$ cat src/rtl/spy_path_launch_capture_if.sv
// Control/status bundle between a run controller and the launch/capture harness.
interface spy_path_launch_capture_if #(
  parameter int CNT_W = 16
);
  logic             start;
  logic [7:0]       settle_cycles;
  logic [CNT_W-1:0] num_trials;
  logic             busy;
  logic             done;
  logic [CNT_W-1:0] err_count;
  logic [CNT_W-1:0] rise_err;
  logic [CNT_W-1:0] fall_err;
  logic [CNT_W-1:0] first_err_idx;
  logic             suspect;

  modport master (
    output start, settle_cycles, num_trials,
    input  busy, done, err_count, rise_err, fall_err, first_err_idx, suspect
  );

  modport slave (
    input  start, settle_cycles, num_trials,
    output busy, done, err_count, rise_err, fall_err, first_err_idx, suspect
  );
endinterface

$ cat src/rtl/spy_path_launch_capture.sv
// Launch/capture harness around one instrumented gate chain: toggles the chain input,
// samples the synchronized output after a settle window and accumulates mismatch stats.
module spy_path_launch_capture #(
  parameter bit EXPECT_INVERT = 1'b1,
  parameter int SYNC_STAGES   = 2,
  parameter int CNT_W         = 16,
  parameter int ERR_THRESH    = 1
) (
  input  logic                       clk,
  input  logic                       rst,
  spy_path_launch_capture_if.slave   ctl,
  output logic                       path_in,
  input  logic                       path_out
);

  localparam logic [2:0] IDLE    = 3'd0;
  localparam logic [2:0] PREP    = 3'd1;
  localparam logic [2:0] LAUNCH  = 3'd2;
  localparam logic [2:0] WAIT    = 3'd3;
  localparam logic [2:0] CAPTURE = 3'd4;
  localparam logic [2:0] FINISH  = 3'd5;

  localparam logic [CNT_W-1:0] ALL1    = '1;
  localparam logic [CNT_W-1:0] THRESH  = CNT_W'(ERR_THRESH);
  localparam logic [8:0]       SYNC_M1 = 9'(SYNC_STAGES - 1);

  logic [2:0]             state;
  logic [SYNC_STAGES-1:0] sync_q;
  logic [7:0]             settle_q;
  logic [CNT_W-1:0]       trials_q;
  logic [CNT_W-1:0]       trial_idx;
  logic [CNT_W-1:0]       err_q, rise_q, fall_q, first_q;
  logic [8:0]             wait_cnt;
  logic                   edge_rise;
  logic                   busy_q, done_q, suspect_q;

  // Wait length W-1 where W = max(settle,1) + sync depth; the sync latency is folded in
  // so the sample always sees a value that left the chain at least settle cycles earlier.
  logic [7:0] settle_eff_in, settle_eff_q;
  logic [8:0] w_m1_in, w_m1_q;
  assign settle_eff_in = (ctl.settle_cycles == 8'd0) ? 8'd1 : ctl.settle_cycles;
  assign settle_eff_q  = (settle_q == 8'd0) ? 8'd1 : settle_q;
  assign w_m1_in       = {1'b0, settle_eff_in} + SYNC_M1;
  assign w_m1_q        = {1'b0, settle_eff_q} + SYNC_M1;

  logic sync_out, mismatch;
  assign sync_out = sync_q[SYNC_STAGES-1];
  assign mismatch = sync_out != (path_in ^ EXPECT_INVERT);

  always_ff @(posedge clk) begin
    if (rst) begin
      state     <= IDLE;
      sync_q    <= '0;
      path_in   <= 1'b0;
      settle_q  <= '0;
      trials_q  <= '0;
      trial_idx <= '0;
      err_q     <= '0;
      rise_q    <= '0;
      fall_q    <= '0;
      first_q   <= ALL1;
      wait_cnt  <= '0;
      edge_rise <= 1'b0;
      busy_q    <= 1'b0;
      done_q    <= 1'b0;
      suspect_q <= 1'b0;
    end else begin
      sync_q <= {sync_q[SYNC_STAGES-2:0], path_out};
      done_q <= 1'b0;
      case (state)
        IDLE: begin
          if (ctl.start) begin
            settle_q  <= ctl.settle_cycles;
            trials_q  <= ctl.num_trials;
            err_q     <= '0;
            rise_q    <= '0;
            fall_q    <= '0;
            suspect_q <= 1'b0;
            first_q   <= ALL1;
            trial_idx <= '0;
            busy_q    <= 1'b1;
            if (ctl.num_trials == '0) begin
              state <= FINISH;
            end else begin
              // Precondition low so the first launch is always a rising edge.
              path_in  <= 1'b0;
              wait_cnt <= w_m1_in;
              state    <= PREP;
            end
          end
        end
        PREP: begin
          if (wait_cnt == '0) state <= LAUNCH;
          else                wait_cnt <= wait_cnt - 9'd1;
        end
        LAUNCH: begin
          path_in   <= ~path_in;
          edge_rise <= ~path_in;
          wait_cnt  <= w_m1_q;
          state     <= WAIT;
        end
        WAIT: begin
          if (wait_cnt == '0) state <= CAPTURE;
          else                wait_cnt <= wait_cnt - 9'd1;
        end
        CAPTURE: begin
          if (mismatch) begin
            if (err_q != ALL1) err_q <= err_q + 1'b1;
            if (edge_rise) begin
              if (rise_q != ALL1) rise_q <= rise_q + 1'b1;
            end else begin
              if (fall_q != ALL1) fall_q <= fall_q + 1'b1;
            end
            if (first_q == ALL1) first_q <= trial_idx;
          end
          trial_idx <= trial_idx + 1'b1;
          if (trial_idx + 1'b1 == trials_q) state <= FINISH;
          else                              state <= LAUNCH;
        end
        FINISH: begin
          done_q    <= 1'b1;
          busy_q    <= 1'b0;
          suspect_q <= (err_q >= THRESH);
          state     <= IDLE;
        end
        default: state <= IDLE;
      endcase
    end
  end

  assign ctl.busy          = busy_q;
  assign ctl.done          = done_q;
  assign ctl.err_count     = err_q;
  assign ctl.rise_err      = rise_q;
  assign ctl.fall_err      = fall_q;
  assign ctl.first_err_idx = first_q;
  assign ctl.suspect       = suspect_q;

endmodule
$ cat src/flat_wrapper.sv
// flat-port wrapper written by rule: the top's interface ports become plain ports
module spy_path_launch_capture_flat 
#(
  parameter bit EXPECT_INVERT = 1'b1,
  parameter int SYNC_STAGES   = 2,
  parameter int CNT_W         = 16,
  parameter int ERR_THRESH    = 1
)
  (clk, rst, path_in, path_out, ctl_start, ctl_settle_cycles, ctl_num_trials, ctl_busy, ctl_done, ctl_err_count, ctl_rise_err, ctl_fall_err, ctl_first_err_idx, ctl_suspect);
  spy_path_launch_capture_if #(.CNT_W(CNT_W)) ctl_i ();
  input  logic clk;
  input  logic rst;
  output logic path_in;
  input  logic path_out;
  input wire logic [$bits(ctl_i.start)-1:0] ctl_start;
  input wire logic [$bits(ctl_i.settle_cycles)-1:0] ctl_settle_cycles;
  input wire logic [$bits(ctl_i.num_trials)-1:0] ctl_num_trials;
  output wire logic [$bits(ctl_i.busy)-1:0] ctl_busy;
  output wire logic [$bits(ctl_i.done)-1:0] ctl_done;
  output wire logic [$bits(ctl_i.err_count)-1:0] ctl_err_count;
  output wire logic [$bits(ctl_i.rise_err)-1:0] ctl_rise_err;
  output wire logic [$bits(ctl_i.fall_err)-1:0] ctl_fall_err;
  output wire logic [$bits(ctl_i.first_err_idx)-1:0] ctl_first_err_idx;
  output wire logic [$bits(ctl_i.suspect)-1:0] ctl_suspect;
  assign ctl_i.start = ctl_start;
  assign ctl_i.settle_cycles = ctl_settle_cycles;
  assign ctl_i.num_trials = ctl_num_trials;
  assign ctl_busy = ctl_i.busy;
  assign ctl_done = ctl_i.done;
  assign ctl_err_count = ctl_i.err_count;
  assign ctl_rise_err = ctl_i.rise_err;
  assign ctl_fall_err = ctl_i.fall_err;
  assign ctl_first_err_idx = ctl_i.first_err_idx;
  assign ctl_suspect = ctl_i.suspect;
  spy_path_launch_capture #(.EXPECT_INVERT(EXPECT_INVERT), .SYNC_STAGES(SYNC_STAGES), .CNT_W(CNT_W), .ERR_THRESH(ERR_THRESH)) u_core (.clk(clk), .rst(rst), .ctl(ctl_i), .path_in(path_in), .path_out(path_out));
endmodule
$ cat config.mk
export PLATFORM = sky130hd
export DESIGN_NAME = spy_path_launch_capture_flat
export DESIGN_NICKNAME = d
export VERILOG_FILES = /design/src/rtl/spy_path_launch_capture_if.sv /design/src/rtl/spy_path_launch_capture.sv /design/src/flat_wrapper.sv
export SDC_FILE = /design/constraint.sdc
export NUM_CORES = 1
export LEC_CHECK = 0
export BUFFER_PORTS_ARGS = -buffer_cell sky130_fd_sc_hd__buf_2
export CAP_MARGIN = 10
export CORE_MARGIN = 3
export CORE_UTILIZATION = 35
export CTS_CLUSTER_DIAMETER = 100
export CTS_CLUSTER_SIZE = 16
export DETAILED_ROUTE_END_ITERATION = 12
export PLACE_DENSITY_LB_ADDON = 0.3
export REMOVE_ABC_BUFFERS = 1
export SLEW_MARGIN = 20
export SYNTH_ARGS = -nofsm -noshare
export SYNTH_HDL_FRONTEND = slang
export SYNTH_SLANG_ARGS = --single-unit
$ cat constraint.sdc
create_clock -name clk -period 5.9 [get_ports clk]
set_input_delay 0.59 -clock clk [delete_from_list [all_inputs] [get_ports clk]]
set_output_delay 0.59 -clock clk [all_outputs]
set_load 0.02 [all_outputs]
After elaboration in Yosys (flattened, before gate mapping) --
Cells that the tools add are included.
Storage, ports and cells: flip-flop bits (word level) 123, input bits 28, word-level logic and storage cells 104
Cells by class: reductions and logical operators 20, mux-type cells 37, magnitude comparators 1, add/sub/neg operators 7, bitwise operators 1, equal/unequal tests 23
Operator list (number):
- 16-bit two-way mux | 12
- 16-bit one-hot mux with 2 select lines | 5
- 16-bit by 1-bit adder with 16-bit output (second input constant) | 4
- 16-bit inequality test (second input constant) | 3
- 9-bit two-way mux | 3
- 9-bit one-hot mux with 3 select lines | 1
- 8-bit by 1-bit adder with 9-bit output (second input constant) | 2
- 16-bit equality test | 1
- 16-bit equality test (second input constant) | 1
- 16-bit by 1-bit greater-or-equal comparator with 1-bit output (second input constant) | 1
- 16-bit logical NOT | 1
- 8-bit logical NOT | 2
- 8-bit two-way mux | 2
- 2-bit by 1-bit inequality test with 1-bit output (second input constant) | 8
- 3-bit two-way mux | 5
- 3-bit one-hot mux with 5 select lines | 1
- 4-bit AND reduction | 3
- 5-bit AND reduction | 2
- 9-bit logical NOT | 1
- 9-bit by 1-bit subtractor with 9-bit output (second input constant) | 1
- 2-bit inequality test (second input constant) | 4
- 3-bit by 2-bit equality test with 1-bit output (second input constant) | 2
- 3-bit equality test (second input constant) | 2
- 1-bit one-hot mux with 2 select lines | 3
- other kinds (10) | 19

Logic depth before layout (Yosys ltp) --
Gate-level depths: netlist (run 1).
word-level depth 6, depth in mapped cells 11, mapped depth without buffers 10

Least setup slack after synthesis (run 1) --
No wires, ideal clock.
path kind flip-flop to flip-flop, start reg u_core.state[1], end reg u_core.wait_cnt[4], clock period less this slack 2.465 ns, arrival 2.395 ns, setup slack 3.435 ns, stages on the path, launching flop included 12, library setup time 0.070 ns, cells stage by stage dfxtp_1 > nor3b_2 > buf_2 > buf_2 > mux2_2 > ha_1 > nand3_1 > xnor2_1 > nor2_1 > a211oi_1 > o21ai_1 > a21oi_1
On the way: cells in the longest elaborated chain, start to end 4, elaborated cells between the ends (all ways) 11, classes of those cells eq/ne (6); mux (1); reduce/logical (4)
Ends and longest elaborated chain:
- from (decl) | RTL line spy_path_launch_capture.sv:27 | logic [2:0] state;
- from (signal assigned) | RTL line spy_path_launch_capture.sv:52 | state <= IDLE;
- from (signal assigned) | RTL line spy_path_launch_capture.sv:83 | state <= FINISH;
- from (signal assigned) | RTL line spy_path_launch_capture.sv:88 | state <= PREP;
- 3-bit by 1-bit equality test with 1-bit output / 3-bit by 2-bit equality test with 1-bit output (equally long branches) | RTL line spy_path_launch_capture.sv:70 | case (state)
- 2-bit OR reduction (no source line)
- 2-bit inequality test (no source line) / 3-bit nonzero test (equally long branches)
- 4-bit AND reduction (no source line)
- to (signal assigned) | RTL line spy_path_launch_capture.sv:87 | wait_cnt <= w_m1_in;
- to (signal assigned) | RTL line spy_path_launch_capture.sv:94 | else wait_cnt <= wait_cnt - 9'd1;
- to (signal assigned) | RTL line spy_path_launch_capture.sv:99 | wait_cnt <= w_m1_q;
- to (decl) | RTL line spy_path_launch_capture.sv:33 | logic [8:0] wait_cnt;
Parallel ways exist; a longest one is shown, timed or not. A chain may end at the register's enable or synchronous reset.

Worst setup path in the final report (run 1) --
start reg u_core.trial_idx[0], end reg u_core.state[1]
On the way: cells in the longest elaborated chain, start to end 4
Ends and longest elaborated chain:
- from (decl) | RTL line spy_path_launch_capture.sv:31 | logic [CNT_W-1:0] trial_idx;
- from (signal assigned) | RTL line spy_path_launch_capture.sv:116 | trial_idx <= trial_idx + 1'b1;
- 16-bit by 1-bit adder with 16-bit output | RTL line spy_path_launch_capture.sv:117 | if (trial_idx + 1'b1 == trials_q) state <= FINISH;
- 16-bit equality test | RTL line spy_path_launch_capture.sv:117
- 3-bit two-way mux | RTL line spy_path_launch_capture.sv:117
- 3-bit one-hot mux with 5 select lines | RTL line spy_path_launch_capture.sv:70
- to (signal assigned) | RTL line spy_path_launch_capture.sv:117
- to (signal assigned) | RTL line spy_path_launch_capture.sv:118 | else state <= LAUNCH;
- to (signal assigned) | RTL line spy_path_launch_capture.sv:124 | state <= IDLE;
No other way between the ends.

==> metrics.md, run 1 <==
| Metric | Value |
|---|---|
| Root Buffer | `sky130_fd_sc_hd__clkbuf_16` |
| Number of warnings issued by yosys | `0` |
| Initial core utilization | `36.44%` |
| Number of different library cells in the post-synthesis netlist | `78` |
| RSZ-0062 raised after global routing | `no` |
| Kind of end point of the critical path | `flop` |
| Top cell type's share of synthesized area | `36.74%` |
| Wire length per cell | `15.44 um` |
| Relative area change from synthesis to final layout | `17.31%` |
| Estimated wirelength of the detail-placed design | `12.12 mm` |
| Number of instances in the synthesized netlist | `814` |
| Sequential cell area fraction in the yosys report | `36.74%` |
| Overall Power | `2.333 mW` |
| Endpoint of the worst setup timing path | `u_core.state[1]` |
| Sequential cell area in the final layout | `2462 um2` |
| Worst r2r src | `u_core.trial_idx[0]` |
| Total number of nets in the final design | `919` |
| Routed via count divided by cell count | `5.386` |
| Worst reg2reg endpoint | `u_core.state[1]` |
| Antenna cell count | `0` |
| Post-Synth XOR/XNOR Area | `8.495%` |
| Number of CTS-inserted buffers | `17` |
| Synthesized-area fraction occupied by ao, oa, aoi and oai cells | `19.03%` |
| Static power due to leakage | `2.796 nW` |
| Cell depth of the worst flop-to-flop path | `7` |
| Number of cell rows | `49` |
| Biggest fanout along the worst timing path | `9` |
| Post-synthesis simple-gate area fraction | `28.34%` |
| Count of state elements after synthesis | `123` |
| Number of hold-repair buffers added at the cts stage | `0` |
| Share of synthesized registers carrying an async set or reset | `0%` |
| Port-buffer cells | `95` |
| Clock input transition at the sequential cells of the worst setup and hold paths | `0.06 ns` |
| Relative slew slack | `34.94%` |
| Area taken by multi-input logic gates | `3953 um2` |
| Number of failing hold endpoints at the final stage | `0` |
| CTS H-Tree Depth | `4` |
| Count of pins over their slew limit | `0` |
| Final setup violation count | `0` |
| Main combinational cell family by area after synthesis | `simple AND/OR/NAND/NOR gates` |
| Gpl congestion | `0.8436` |
| PostCTS Resize Cnt | `0` |
| Via count of the routed design | `6059` |
| Time the final worst path needs with I/O delays and setup | `2.687 ns` |
| Power density normalized to cell area | `296.8 nW/um2` |
| Sinks on Clock Net | `123` |
| Cells taking the most area after synthesis | `sky130_fd_sc_hd__dfxtp_1, sky130_fd_sc_hd__xnor2_1, sky130_fd_sc_hd__nand2_1` |
| Count of fill cells added during filler insertion | `1859` |
| TritonCTS clock tree | `yes` |
| Arithmetic-cell share of the synthesized area counting full adders, half adders and majority gates | `1.494%` |
| Most common cell after layout, fill and taps aside | `sky130_fd_sc_hd__dfxtp_1` |
| Core region area | `18390 um2` |
| Chip width | `144.4 um` |
| Number of enable flip-flop cells after synthesis | `0` |
| First-pass iteration count of the detailed router | `5` |
| Floorplan die area | `20840 um2` |
| Highest ir drop seen on vdd | `0.0002149 V` |
| Class of the most critical hold timing path | `in2reg` |
| Achievable Freq | `372.1 MHz` |
| Global-route wire length before repair | `28.66 mm` |
| Drt drc | `0` |
| Max-Cap Viols | `0` |
| Startpoint type of the worst setup path | `flop` |
| Dominant synthesized flop cell | `sky130_fd_sc_hd__dfxtp_1` |
| WHS | `0.3961 ns` |
| Critical path class | `reg2reg` |
| Crit path largest cell delay | `0.62 ns` |
| Ports placed on the boundary | `96` |
| Total routing usage reported by global routing | `16.98%` |
| Global-route congestion overflow total | `0` |
| Highest-count cells in the layout ignoring fill and taps | `sky130_fd_sc_hd__dfxtp_1, sky130_fd_sc_hd__buf_2, sky130_fd_sc_hd__nand2_1` |
| Number of antenna violations at the first check in global routing | `1` |
| Clock insertion delay at the later pin of the skew report | `0.42 ns` |
| Iter 0 DRT Violations | `350` |
| WP data arrival | `3.00 ns` |
| Share of the cycle needed by the critical path after routing | `45.54%` |
| Status | `complete, no violations` |
| Setup repair bufs after CTS | `0` |
| Avg Synthesized Cell Area | `8.233 um2` |
| Fraction of layout cells with a size suffix above 1 | `18.64%` |
| Floorplan die height | `144.4 um` |
| Clock tree buffer depth | `2` |
| Crit path max-delay cell type | `sky130_fd_sc_hd__or4_1` |
| Pin count of the biggest net entering global routing | `86` |
| Count of nets left with antenna violations after detail routing | `0` |
| Worst setup path start | `u_core.trial_idx[0]` |
| Multiplexer area fraction after synthesis | `1.512%` |
| Total negative slack for setup checks | `0 ns` |
| Final wirelength | `17.37 mm` |
| Mapped Area | `6701 um2` |
| Worst EP required | `6.21 ns` |
| Vias in the first global route | `5710` |
| WP depth | `7` |
| R2R Setup Slk | `3.21 ns` |
| Final clock skew | `0.01115 ns` |
| Buf+Inv Stages, Crit Path | `0` |
| Slew at the pin closest to its max-slew limit | `0.9735 ns` |
| Series of cell instances along the critical path | `ha_1, nand3_4, or4_1, xnor2_1, nor4_1, nand4_1, a22o_1` |
| Top cell family by delay on the critical path | `simple AND/OR/NAND/NOR gates` |
| Cell taking the most area after synthesis | `sky130_fd_sc_hd__dfxtp_1` |
## worst register-to-register path, cell delays in order (launching register included)
cell and delay [ns]:
sky130_fd_sc_hd__dfxtp_1 0.48, sky130_fd_sc_hd__ha_1 0.39, sky130_fd_sc_hd__nand3_4 0.17, sky130_fd_sc_hd__or4_1 0.62, sky130_fd_sc_hd__xnor2_1 0.16, sky130_fd_sc_hd__nor4_1 0.27
sky130_fd_sc_hd__nand4_1 0.22, sky130_fd_sc_hd__a22o_1 0.29
## registers in the layout, indices dropped and copies added (netlist names), 3 cells and up
signal and flops:
u_core.ctl.err_count 16, u_core.ctl.fall_err 16, u_core.ctl.first_err_idx 16, u_core.ctl.rise_err 16, u_core.trial_idx 16, u_core.trials_q 16
u_core.wait_cnt 9, u_core.settle_q 8, u_core.state 3
## per-layer routing
layer	global-route usage (%)	vias up	share of wire, %
li1	-	3057	-
met1	23.61	2845	49
met2	25.87	132	45
met3	3.803	23	4.8
met4	6.136	2	1.4
met5	0	-	0.040
## power by group
group | total, mW | switching [mW] | leakage (nW) | internal [mW]
combinational | 0.382 | 0.242 | 1.51 | 0.140
sequential | 0.920 | 0.0478 | 0.998 | 0.873
clock | 1.03 | 0.398 | 0.286 | 0.633
total | 2.33 | 0.688 | 2.80 | 1.65
## kinds of logic after synthesis
family / Yosys count
fa+ha+maj: 8
simple gates: 365
xor+xnor: 65
mux: 10
compound gates: 178
flops: 123
buf+inv: 65
## synthesized netlist by cell type (all sizes together) (6+ instances only)
| cell | count |
|---|---|
| o31ai | 12 |
| xor2 | 21 |
| nand2b | 26 |
| o21bai | 8 |
| dfxtp | 123 |
| o21ai | 27 |
| or3 | 7 |
| nor2b | 13 |
| nor3 | 22 |
| a31oi | 6 |
| a211oi | 18 |
| nor4 | 19 |
| xnor2 | 44 |
| nor2 | 85 |
| a2111oi | 12 |
| nand3 | 34 |
| a21oi | 59 |
| ha | 8 |
| buf | 24 |
| inv | 14 |
| nor3b | 8 |
| or4 | 7 |
| nand4 | 22 |
| clkbuf | 27 |
| nand2 | 90 |
| mux2i | 9 |
| and3 | 12 |
## final cells by class
cell class                      count  area share [%]
Clock inverter                     14           1.878
Timing Repair Buffer              101           6.621
Inverter                           14          0.6685
Tap cell                          229           3.645
Sequential cell                   123           31.32
Clock buffer                       18           5.587
Multi-Input combinational cell    626           50.28
## worst min-delay path by stage
stage                      from  depth (start not counted)               end  slack (ns)
2_1_floorplan  u_core.sync_q[0]                          1  u_core.sync_q[1]        0.41
3_3_place_gp   u_core.sync_q[0]                          1  u_core.sync_q[1]        0.42
3_5_place_dp   u_core.sync_q[0]                          1  u_core.sync_q[1]        0.42
4_1_cts                path_out                          2  u_core.sync_q[0]        0.40
5_1_grt                path_out                          2  u_core.sync_q[0]        0.41
6_report               path_out                          2  u_core.sync_q[0]        0.40
## per-stage QoR
step / cells / worst slack, ns / cell area, um2 / utilization [%]
3_5_place_dp: 1093 / 3.027 / 7272 / 39.54
5_1_grt: 1125 / 2.865 / 7861 / 42.74
2_1_floorplan: 763 / 2.844 / 6460 / -
6_report: 1125 / 3.213 / 7861 / 42.74
4_1_cts: 1125 / 3.193 / 7859 / 42.73
3_3_place_gp: 1093 / 3.077 / 7272 / 39.54
Power figures use the tool's default switching activity.
==> run 2: changes to the inputs <==
==> constraint.sdc (replaced) <==
create_clock -name clk -period 2.7 [get_ports clk]
set_input_delay 0.27 -clock clk [delete_from_list [all_inputs] [get_ports clk]]
set_output_delay 0.27 -clock clk [all_outputs]
set_load 0.02 [all_outputs]
==> run 2 against run 1 <==
Net effect: final cell count increased by 1.5%; wire length increased by 1.6%; critical path type unchanged; critical endpoint unchanged; via count increased by 0.54%.
==> metrics.md, run 2 (synthesis results as in run 1) <==
| Metric | Value |
|---|---|
| WP data arrival | `2.78 ns (-0.22 ns)` |
| Root Buffer | `sky130_fd_sc_hd__clkbuf_16` |
| Sinks on Clock Net | `123 (unchanged)` |
| Number of antenna violations at the first check in global routing | `0 (-1)` |
| Class of the most critical hold timing path | `in2reg` |
| Startpoint type of the worst setup path | `flop` |
| Gate power share | `17.2% (+0.8 points)` |
| PostCTS Resize Cnt | `0 (unchanged)` |
| RSZ-0062 raised after global routing | `no` |
| Number of hold-repair buffers added at the cts stage | `0 (unchanged)` |
| Share of the cycle needed by the critical path after routing | `91.53% (+46 points)` |
| TritonCTS clock tree | `yes` |
| Setup repair bufs after CTS | `0 (unchanged)` |
| Port-buffer cells | `95 (unchanged)` |
| CTS H-Tree Depth | `4 (unchanged)` |
| Via count of the routed design | `6092 (+0.54%)` |
| Number of CTS-inserted buffers | `17 (unchanged)` |
| Final clock skew | `0.009976 ns (-0.001176 ns)` |
| Floorplan die area | `20840 um2 (unchanged)` |
| Most common cell after layout, fill and taps aside | `sky130_fd_sc_hd__dfxtp_1` |
| Chip width | `144.4 um (unchanged)` |
| Non-filler cells, final | `1142 (+1.5%)` |
| Top cell family by delay on the critical path | `simple AND/OR/NAND/NOR gates` |
| Critical path class | `reg2reg` |
| Total number of nets in the final design | `938 (+2.1%)` |
| Vias in the first global route | `5673 (-0.65%)` |
| Final wirelength | `17.64 mm (+1.6%)` |
| Net load switching power | `1.474 mW (+110%)` |
| First-pass iteration count of the detailed router | `5 (unchanged)` |
| Worst EP required | `3.01 ns (-3.20 ns)` |
| Highest ir drop seen on vdd | `0.0004055 V (+89%)` |
| Placed cells | `1112 (+1.7%)` |
| Achievable Freq | `404.7 MHz (+8.7%)` |
| Global-route wire length before repair | `28.84 mm (+0.65%)` |
| Kind of end point of the critical path | `flop` |
| R2R Setup Slk | `0.23 ns (-2.98 ns)` |
| Relative slew slack | `42.50% (+7.6 points)` |
| Drt drc | `0 (unchanged)` |
| Time the final worst path needs with I/O delays and setup | `2.471 ns (-0.2159 ns)` |
| Clock insertion delay at the later pin of the skew report | `0.42 ns (about the same)` |
| Core region area | `18390 um2 (unchanged)` |
| Count of nets left with antenna violations after detail routing | `0 (unchanged)` |
| Global-route congestion overflow total | `0 (unchanged)` |
| Crit path largest cell delay | `0.60 ns (-0.02 ns)` |
| Clock network fraction of design power | `44.0% (-0.2 points)` |
| Switching fraction of total power | `28.69% (-0.78 points)` |
| Relative area change from synthesis to final layout | `19.38%` |
| Overall Power | `5.138 mW (+120%)` |
| Status | `complete, no violations` |
| Flop pwr share | `38.8% (-0.6 points)` |
| Initial core utilization | `36.44% (unchanged)` |
| Ports placed on the boundary | `96 (unchanged)` |
| Gpl congestion | `0.9168 (+8.7%)` |
| Iter 0 DRT Violations | `360 (+2.9%)` |
| Series of cell instances along the critical path | `ha_1, nand3_4, or4_1, xnor2_1, nor4_1, nand4_1, a22o_1` |
| Static power due to leakage | `2.890 nW (+3.3%)` |
| Floorplan die height | `144.4 um (unchanged)` |
| Highest-count cells in the layout ignoring fill and taps | `sky130_fd_sc_hd__dfxtp_1, sky130_fd_sc_hd__buf_2, sky130_fd_sc_hd__nand2_1` |
| Biggest fanout along the worst timing path | `9 (unchanged)` |
| Total routing usage reported by global routing | `17.26% (+0.29 points)` |
| Pin count of the biggest net entering global routing | `48 (-44%)` |
| Buf+Inv Stages, Crit Path | `0 (unchanged)` |
| Int Pwr | `3.664 mW (+120%)` |
| Count of pins over their slew limit | `0 (unchanged)` |
| Final setup violation count | `0 (unchanged)` |
| Max-Cap Viols | `0 (unchanged)` |
| Number of failing hold endpoints at the final stage | `0 (unchanged)` |
| Power density normalized to cell area | `642.2 nW/um2 (+120%)` |
| Routed via count divided by cell count | `5.335 (-0.95%)` |
| Wire length per cell | `15.45 um (about the same)` |
| Clock input transition at the sequential cells of the worst setup and hold paths | `0.06 ns (about the same)` |
| Antenna cell count | `0 (unchanged)` |
| Slew at the pin closest to its max-slew limit | `0.8625 ns (-0.1110 ns)` |
| Number of cell rows | `49 (unchanged)` |
| Clock tree buffer depth | `2 (unchanged)` |
| Estimated wirelength of the detail-placed design | `12.64 mm (+4.3%)` |
| Crit path max-delay cell type | `sky130_fd_sc_hd__or4_1` |
| Fraction of layout cells with a size suffix above 1 | `19.93% (+1.3 points)` |
run 2: cell types whose count changed in the layout (fill, tap and decap cells not counted), sizes merged:
cell | before | now
buf | 101 | 120
clkinv | 9 | 4
clkbuf | 18 | 21
run 2: area by class of cell:
type                       count  area, um2
inverter                      14      52.55
multi-input combinational    626       3950
clock inverter                 9      115.1
fill                        1897      10390
timing repair buffer         120      663.1
clock buffer                  21      470.5
sequential                   123       2462
tap                          229      286.5
run 2: power groups by stage:
| stage | Combinational, mW | Sequential, mW | Clock (mW) |
|---|---|---|---|
| 5_1_grt | 0.991 | 2.01 | 2.39 |
| 3_5_place_dp | 0.884 | 2.03 | 0 |
| 4_1_cts | 0.887 | 1.99 | 2.31 |
| 2_1_floorplan | 0.595 | 2.03 | 0 |
| 6_report | 0.884 | 1.99 | 2.26 |
| 3_3_place_gp | 0.883 | 2.03 | 0 |
run 2: worst register-to-register path: cells and delay by family (launching register included):
family,cells,cell delay (ns)
AND/OR/NAND/NOR,4,1.21
XOR/XNOR,1,0.15
adder cells (fa/ha/maj),1,0.27
AO/OA/AOI/OAI,1,0.28
flip-flops,1,0.45
run 2: worst paths after layout:
kind                            start               end  cells after the start
setup / recovery  u_core.trial_idx[1]   u_core.state[1]                      7
hold / removal               path_out  u_core.sync_q[0]                      2
setup reg to reg  u_core.trial_idx[1]   u_core.state[1]                      7
hold reg to reg      u_core.sync_q[0]  u_core.sync_q[1]                      1
run 2: layer usage:
metal / GRT usage, % / vias to the layer above / routed length [um]
met5: 0 / - / 0
met1: 24.32 / 2831 / 8597
li1: - / 3100 / -
met3: 3.869 / 18 / 909
met4: 5.744 / 0 / 245
met2: 26.19 / 143 / 7888
run 2: through the flow:
| step | util, % | setup WS (ns) | hold WS (ns) | instance area, um2 | TNS (ns) |
|---|---|---|---|---|---|
| 5_1_grt | 43.50 | 0.07296 | 0.07872 | 8000 | 0 |
| 3_3_place_gp | 40.31 | 0.2884 | 0.4218 | 7415 | 0 |
| 6_report | 43.50 | 0.2288 | 0.09144 | 8000 | 0 |
| 4_1_cts | 43.50 | 0.2449 | 0.07756 | 8000 | 0 |
| 3_5_place_dp | 40.31 | 0.2540 | 0.4204 | 7415 | 0 |
| 2_1_floorplan | - | -0.3563 | 0.3391 | 6460 | -0.9306 |
